**src/rtl/irq_ctrl.sv**
```systemverilog
// Interrupt controller: level-sensitive sources, per-source pending/busy tracking,
// fixed priority (lowest index wins), and a claim/complete handshake with software.
module irq_ctrl #(
    parameter int unsigned NUM_SRC = 8,
    parameter int unsigned ID_W    = 3
) (
    input  logic               clk,
    input  logic               rst_n,
    input  logic [NUM_SRC-1:0] irq_src,
    input  logic [NUM_SRC-1:0] irq_en,
    input  logic               claim_req,
    output logic               claim_valid,
    output logic               claim_hit,
    output logic [ID_W-1:0]    claim_id,
    input  logic               complete_req,
    input  logic [ID_W-1:0]    complete_id,
    output logic               complete_err,
    output logic               cpu_irq,
    output logic [NUM_SRC-1:0] pending,
    output logic               in_service,
    output logic [ID_W-1:0]    active_id
);

    typedef enum logic [1:0] {StIdle, StPend, StService} state_e;

    state_e             state;
    logic [NUM_SRC-1:0] busy;
    logic [NUM_SRC-1:0] eligible;
    logic [ID_W-1:0]    winner;
    logic [NUM_SRC-1:0] winner_mask;
    logic [NUM_SRC-1:0] active_mask;
    logic               do_claim;
    logic               do_complete;
    logic [NUM_SRC-1:0] pending_nxt;
    logic [NUM_SRC-1:0] busy_nxt;

    assign eligible    = pending & irq_en;
    assign winner_mask = NUM_SRC'(1) << winner;
    assign active_mask = NUM_SRC'(1) << active_id;
    assign do_claim    = (state == StPend) && claim_req && (eligible != '0);
    assign do_complete = complete_req && (state == StService) && (complete_id == active_id);

    // Both outputs are decoded straight from the state register, so they are glitch-free.
    assign cpu_irq    = (state == StPend);
    assign in_service = (state == StService);

    // Priority encoder: lowest set index of eligible wins.
    always_comb begin
        winner = '0;
        for (int i = NUM_SRC - 1; i >= 0; i--) begin
            if (eligible[i]) begin
                winner = ID_W'(i);
            end
        end
    end

    // Next pending/busy: set from live sources (blocked while busy), claim clears the winner
    // after the set term so a winner whose line is still high does not re-pend on the claim edge.
    always_comb begin
        pending_nxt = (pending | (irq_src & irq_en & ~busy)) & ~(do_claim ? winner_mask : '0);
        busy_nxt    = (busy | (do_claim ? winner_mask : '0)) & ~(do_complete ? active_mask : '0);
    end

    // Pending/busy state, handshake response pulses and the claim/service FSM.
    always_ff @(posedge clk or negedge rst_n) begin
        if (!rst_n) begin
            state        <= StIdle;
            pending      <= '0;
            busy         <= '0;
            active_id    <= '0;
            claim_valid  <= 1'b0;
            claim_hit    <= 1'b0;
            claim_id     <= '0;
            complete_err <= 1'b0;
        end else begin
            pending      <= pending_nxt;
            busy         <= busy_nxt;
            claim_valid  <= claim_req;
            claim_hit    <= 1'b0;
            claim_id     <= '0;
            complete_err <= complete_req && !do_complete;
            unique case (state)
                StIdle: begin
                    if (eligible != '0) begin
                        state <= StPend;
                    end
                end
                StPend: begin
                    if (do_claim) begin
                        claim_hit <= 1'b1;
                        claim_id  <= winner;
                        active_id <= winner;
                        state     <= StService;
                    end else if (eligible == '0) begin
                        state <= StIdle;
                    end
                end
                StService: begin
                    if (do_complete) begin
                        active_id <= '0;
                        state     <= StIdle;
                    end
                end
                default: begin
                    state <= StIdle;
                end
            endcase
        end
    end

endmodule

```
**config.mk**
```make
export PLATFORM = sky130hd
export DESIGN_NAME = irq_ctrl
export DESIGN_NICKNAME = d
export VERILOG_FILES = /design/src/rtl/irq_ctrl.sv
export SDC_FILE = /design/constraint.sdc
export NUM_CORES = 1
export LEC_CHECK = 0
export CAP_MARGIN = 30
export CORE_ASPECT_RATIO = 1.5
export CORE_MARGIN = 2
export CORE_UTILIZATION = 30
export DETAILED_ROUTE_END_ITERATION = 10
export PLACE_DENSITY = 0.56
export SLEW_MARGIN = 30
export SYNTH_ARGS = -nofsm -noshare
export SYNTH_HDL_FRONTEND = slang
export SYNTH_SLANG_ARGS = --single-unit
```
**constraint.sdc**
```tcl
create_clock -name clk -period 2.45 [get_ports clk]
set_input_delay 0.49 -clock clk [delete_from_list [all_inputs] [get_ports clk]]
set_output_delay 0.49 -clock clk [all_outputs]
set_load 0.005 [all_outputs]
```
==> results of run 1 <==
## worst max-delay path: stages, from the launching register on
cell	delay [ns]
dfrtp_1	0.40
inv_1	0.10
ha_1	0.26
clkdlybuf4s50_1	0.54
## per-stage QoR
stage	worst slack, ns	hold slack (ns)	power [mW]	util (%)	instances
after floorplan	0.858	0.194	1.21	-	131
after global placement	0.227	0.474	1.56	42.4	218
after detailed placement	0.198	0.495	1.58	42.4	218
after CTS	0.362	0.520	1.84	43.4	222
after global routing	0.282	0.531	1.95	43.4	222
final	0.376	0.511	1.82	43.4	222
## registers in the layout, summed over array words and instances (netlist names)
name and count:
complete_err 1, claim_id 3, active_id 3, pending 8, claim_hit 1, claim_valid 1
state 2, busy 8
## synth_stat cells, types with 3 or more instances
library cell | n | area share (%)
xor2_1 | 3 | 1.9
ha_1 | 3 | 2.8
a32o_1 | 4 | 3.0
inv_1 | 13 | 3.6
o32a_1 | 4 | 3.0
a31oi_1 | 10 | 4.6
dfrtp_1 | 27 | 50
nand2_1 | 10 | 2.8
a22oi_2 | 3 | 2.8
nor3_1 | 3 | 1.1
nor2_1 | 17 | 4.7
and2_1 | 3 | 1.4
## cells in the final DEF (no fill, tap or decap), drive strengths merged, types with 2 or more instances in the layout
cell | Yosys | layout
clkdlybuf4s50 | 0 | 41
dfrtp | 27 | 27
nor2 | 17 | 17
inv | 14 | 14
nand2 | 10 | 10
a31oi | 10 | 10
a22oi | 5 | 5
a32o | 4 | 4
o32a | 4 | 4
nor3 | 4 | 4
clkbuf | 0 | 4
and2 | 3 | 3
xor2 | 3 | 3
ha | 3 | 3
a22o | 2 | 2
nand4 | 2 | 2
and2b | 2 | 2
o22a | 2 | 2
nand2b | 2 | 2
a21boi | 2 | 2
o21ai | 2 | 2
nand3 | 2 | 2
## cell type report
class                           instances  area, µm²  share of cell area [%]
Multi-Input combinational cell         89        611                    32.8
Inverter                               14       52.6                    2.83
Clock buffer                            4       45.0                    2.42
Sequential cell                        27        676                    36.3
Timing Repair Buffer                   42        418                    22.5
Tap cell                               46       57.6                    3.10
## worst min path at each step
stage	slack, ns	endpoint
2_1_floorplan	0.19	active_id[0]$_DFFE_PN0P_
3_3_place_gp	0.47	busy[3]$_DFF_PN0_
3_5_place_dp	0.49	busy[7]$_DFF_PN0_
4_1_cts	0.52	busy[2]$_DFF_PN0_
5_1_grt	0.53	busy[2]$_DFF_PN0_
6_report	0.51	busy[2]$_DFF_PN0_
## where the power goes
| group | leakage, nW | switching, mW | internal (mW) |
|---|---|---|---|
| Sequential | 0.313 | 0.168 | 0.601 |
| Combinational | 0.440 | 0.365 | 0.429 |
| Clock | 0.0228 | 0.141 | 0.117 |
## layer usage
layer	GRT usage, %	vias up	routed length [µm]
met5	0	-	0
met4	5.99	0	63
met3	2.71	6	148
met2	25.3	27	1780
met1	16.0	555	1360
li1	-	568	-
## cells by family after synthesis
logic type | count (synthesis)
fa+ha+maj | 3
compound gates | 36
flops | 27
simple gates | 47
buf+inv | 15
xor+xnor | 3
==> impl_metrics.ini, run 1 <==
[sta]
finalHoldViolations = 0
worst_pin_slew_ns = 0.396
skew_ns = 0.00317
period_needed_ns = 2.07
max_slew_margin_pct = 73.6
tns_ns = 0
rsz0062_at_grt = no
min_period_over_period_pct = 84.7
finalSetupViolations = 0
timing.fmax_ghz = 0.482
slew_violations = 0

[clock_tree]
htreeDepth = 1
insertion_delay_ns = 0.27
postCtsHoldBufs = 0
clockBufferDepth = 2
postCtsSetupRepairBufs = 0
clk_pin_slew_ns = 0.09
cts_tree = built
cts_buffers = 3
postCtsResizedCells = 0
ctsRootBufferMaster = clkbuf_8
cts_num_sinks = 27

[critical_path]
rr_worst_depth = 7
reg2reg_slack_ns = 0.65
crit_path_start_kind = flip-flop
path_class = reg -> out
reg2reg_from = state[0]$_DFFE_PN0P_
cp.arrival_ns = 1.58
reg2reg_to = busy[2]$_DFF_PN0_
endpoint = cpu_irq
critPathCaptureType = primary output
crit_fanout = 6
startpoint = state[1]$_DFFE_PN0P_
worstPathRequired_ns = 1.96

[die]
dieWidth_um = 58.8
die_area_um2 = 5060
rows = 29
ios = 42
fp.dieH_um = 86.2
fp.coreArea_um2 = 4280
initial_utilization_pct = 31.5

[yosys]
synth_nets = 157
yosys_warnings = 0
synthMuxAreaShare_pct = 0
syn_avg_cell_area_um2 = 10.3
synth.ff_latch_count = 27
synth_area_um2 = 1350
ys_async_sr_fraction_pct = 100
synthAdderAreaFrac_pct = 2.78
synth_cell_type_count = 38
synthesis.instances = 131
synth_compound_area_share_pct = 22.2
synth_simple_gate_area_share_pct = 18.4
synth-main-ff-cell = dfrtp_1
synth_edf_count = 0
synth-xor-area-share_pct = 1.95
synth-seq-area-share_pct = 50.0
synth_top_family_by_area = compound AO/OA/AOI/OAI gates

[routing]
ant_nets = 0
firstDrtPassIters = 7
vias = 1156
drt_iter0_drc = 16
wl_per_cell_um = 15.1
via_per_inst = 5.21
drc = 2
drt-total-wl_um = 3360

[pwr]
peakVddDrop_v = 0.000358
p_per_area_nw_per_um2 = 979
power_leakage_nw = 0.776

[final_layout]
fin_nets = 203
fillers = 427
final_layout_size_suffix_gt1_share_pct = 8.52
stdcell_area_um2 = 1860
antenna_cells = 0
syn2layout_area_growth_pct = 37.7

[global_routing]
grt-ovfl-total = 0
antenna_found_initial = 0
grt_max_degree = 28
track_usage_pct = 14.2
grt_first_pass_wirelength_um = 5560
grt_pass1_vias = 1198

[run]
cap_violations = 0

[placed_design]
dpl.hpwl_um = 2670
io_buffers = 41
dpl_cell_area_um2 = 1810
gp_congestion = 0.794

[run_status]
violations = design-rule violations
status = finished, violations left

[worst_hold_path]
hold_path_startpoint = busy[2]$_DFF_PN0_
hp-class = reg -> reg
hold_depth = 1
No activity file was read; power rests on OpenSTA's default activity.
==> inputs of run 2 (changes only) <==
--- a/config.mk
+++ b/config.mk
@@ -10,7 +10,7 @@
 export CORE_MARGIN = 2
 export CORE_UTILIZATION = 30
 export DETAILED_ROUTE_END_ITERATION = 10
-export PLACE_DENSITY = 0.56
+export PLACE_DENSITY = 0.58
 export SLEW_MARGIN = 30
 export SYNTH_ARGS = -nofsm -noshare
 export SYNTH_HDL_FRONTEND = slang
==> constraint.sdc (replaced) <==
create_clock -name clk -period 1.9 [get_ports clk]
set_input_delay 0.38 -clock clk [delete_from_list [all_inputs] [get_ports clk]]
set_output_delay 0.38 -clock clk [all_outputs]
set_load 0.005 [all_outputs]
==> run 2 against run 1 <==
  * The flow still finishes with violations (design-rule violations)
  * Hold slack lost 0.041 ns
  * Via count rose by 6.7%
  * Clock power grew 29%
  * Final area grew 8.3%
  * Sequential share of layout area decreased by 2.7 points
  * Worst setup slack worse by 0.32 ns
  * Critical path type unchanged
==> impl_metrics.ini, run 2 (synthesis gave the netlist of run 1 again) <==
[run_status]
status = finished, violations left
violations = design-rule violations

[critical_path]
crit_path_start_kind = flip-flop
cp_cell_sequence = buf_4 > ha_4 > clkdlybuf4s50_1
cp.arrival_ns = 1.47
worstPathRequired_ns = 1.52
crit_path_max_incr_delay_ns = 0.44
critPathCaptureType = primary output
path_class = reg -> out
cpMaxStageDelayCell = clkdlybuf4s50_1
crit_fanout = 6

[placed_design]
dpl.hpwl_um = 2820
dpl_cell_area_um2 = 1920
io_buffers = 41
gp_congestion = 0.780

[clock_tree]
clockBufferDepth = 2
htreeDepth = 1
clk_pin_slew_ns = 0.09
cts_tree = built
postCtsHoldBufs = 0
ctsRootBufferMaster = clkbuf_8
cts_buffers = 3
cts_num_sinks = 27
insertion_delay_ns = 0.27

[sta]
slew_violations = 0
hold_ws_ns = 0.470
worst_pin_slew_ns = 0.362
rsz0062_at_grt = no
period_needed_ns = 1.85
max_slew_margin_pct = 75.7
finalHoldViolations = 0
min_period_over_period_pct = 97.1
finalSetupViolations = 0
skew_ns = 0.00128
timing.fmax_ghz = 0.542

[final_layout]
stdcell_area_um2 = 2010
layout_common_cells = clkdlybuf4s50_1, dfrtp_1, buf_4
syn2layout_area_growth_pct = 49.1
antenna_cells = 0
top_regs = busy (8), pending (8)
mostFrequentLayoutCell = clkdlybuf4s50_1
fin_nets = 221
final_layout_size_suffix_gt1_share_pct = 19.1

[global_routing]
track_usage_pct = 15.8
antenna_found_initial = 0
grt_pass1_vias = 1386
grt-ovfl-total = 0
grt_max_degree = 28
grt_first_pass_wirelength_um = 6220

[die]
ios = 42
dieWidth_um = 58.8
fp.dieH_um = 86.2
fp.coreArea_um2 = 4280
die_area_um2 = 5060
rows = 29
initial_utilization_pct = 31.5

[routing]
via_per_inst = 5.14
ant_nets = 0
drt_iter0_drc = 53
wl_per_cell_um = 15.1
drc = 2
firstDrtPassIters = 7
vias = 1233
drt-total-wl_um = 3630

[pwr]
power_leakage_nw = 0.877
peakVddDrop_v = 0.000578
p_per_area_nw_per_um2 = 1260

[worst_hold_path]
hp-class = in -> async

[run]
cap_violations = 0
-- run 2: cell count changes in the layout (fill, tap and decap cells not counted), sizes merged --
cell / delta
buf: +18
clkdlybuf4s50: -1
dlymetal6s2s: +1
-- run 2: power breakdown --
| group | internal [mW] | leakage [nW] | total, mW | switching, mW |
|---|---|---|---|---|
| clock network | 0.150 | 0.0228 | 0.332 | 0.181 |
| logic | 0.696 | 0.543 | 1.25 | 0.554 |
| registers | 0.778 | 0.312 | 0.951 | 0.173 |
-- run 2: final timing paths --
check / cells after the start / slack, ns / start / end
max: 3 / 0.05 / state[0]$_DFFE_PN0P_ / cpu_irq
max in group asynchronous: 2 / 1.15 / rst_n / state[0]$_DFFE_PN0P_
min in group clk: 1 / 0.51 / busy[2]$_DFF_PN0_ / busy[2]$_DFF_PN0_
max reg2reg: 7 / 0.15 / state[0]$_DFFE_PN0P_ / active_id[0]$_DFFE_PN0P_
min reg2reg: 1 / 0.51 / busy[2]$_DFF_PN0_ / busy[2]$_DFF_PN0_
min: 2 / 0.47 / rst_n / claim_valid$_DFF_PN0_
-- run 2: critical path, delay by kind of cell, from the launching register on --
kind	cells	cell delay, ns
flip-flops	1	0.43
buffers and inverters	2	0.59
adder cells (fa/ha/maj)	1	0.17
-- run 2: metal layers --
| layer | part of all wire (%) | vias up | GRT usage [%] |
|---|---|---|---|
| met4 | 2.1 | 0 | 6.20 |
| met3 | 4.5 | 10 | 2.41 |
| met2 | 54 | 32 | 29.8 |
| li1 | - | 601 | - |
| met1 | 40 | 590 | 16.9 |
| met5 | 0 | - | 0 |
-- run 2: repair_timing --
item	4_1_cts	5_1_grt
pin swaps	0	0
endpoints found under the setup margin	2	5
setup buffers	1	3
resized for setup	3	3
-- run 2: stage by stage --
step,setup WS [ns],std cells,util (%),setup TNS [ns],total power [mW]
4_1_cts,-0.0207,237,46.4,-0.0207,2.51
6_report,0.0543,240,47.0,0,2.53
2_1_floorplan,0.308,131,-,0,1.56
5_1_grt,0.00344,240,47.0,0,2.74
3_3_place_gp,-0.175,232,44.8,-1.37,2.12
3_5_place_dp,-0.185,232,44.8,-1.59,2.14
-- run 2: cell type report --
| type | instances | area (µm²) |
|---|---|---|
| Fill cell | 448 | 2270 |
| Sequential cell | 27 | 677 |
| Multi-Input combinational cell | 89 | 626 |
| Timing Repair Buffer | 60 | 556 |
| Tap cell | 46 | 57.6 |
| Inverter | 14 | 52.6 |
| Clock buffer | 4 | 45.0 |
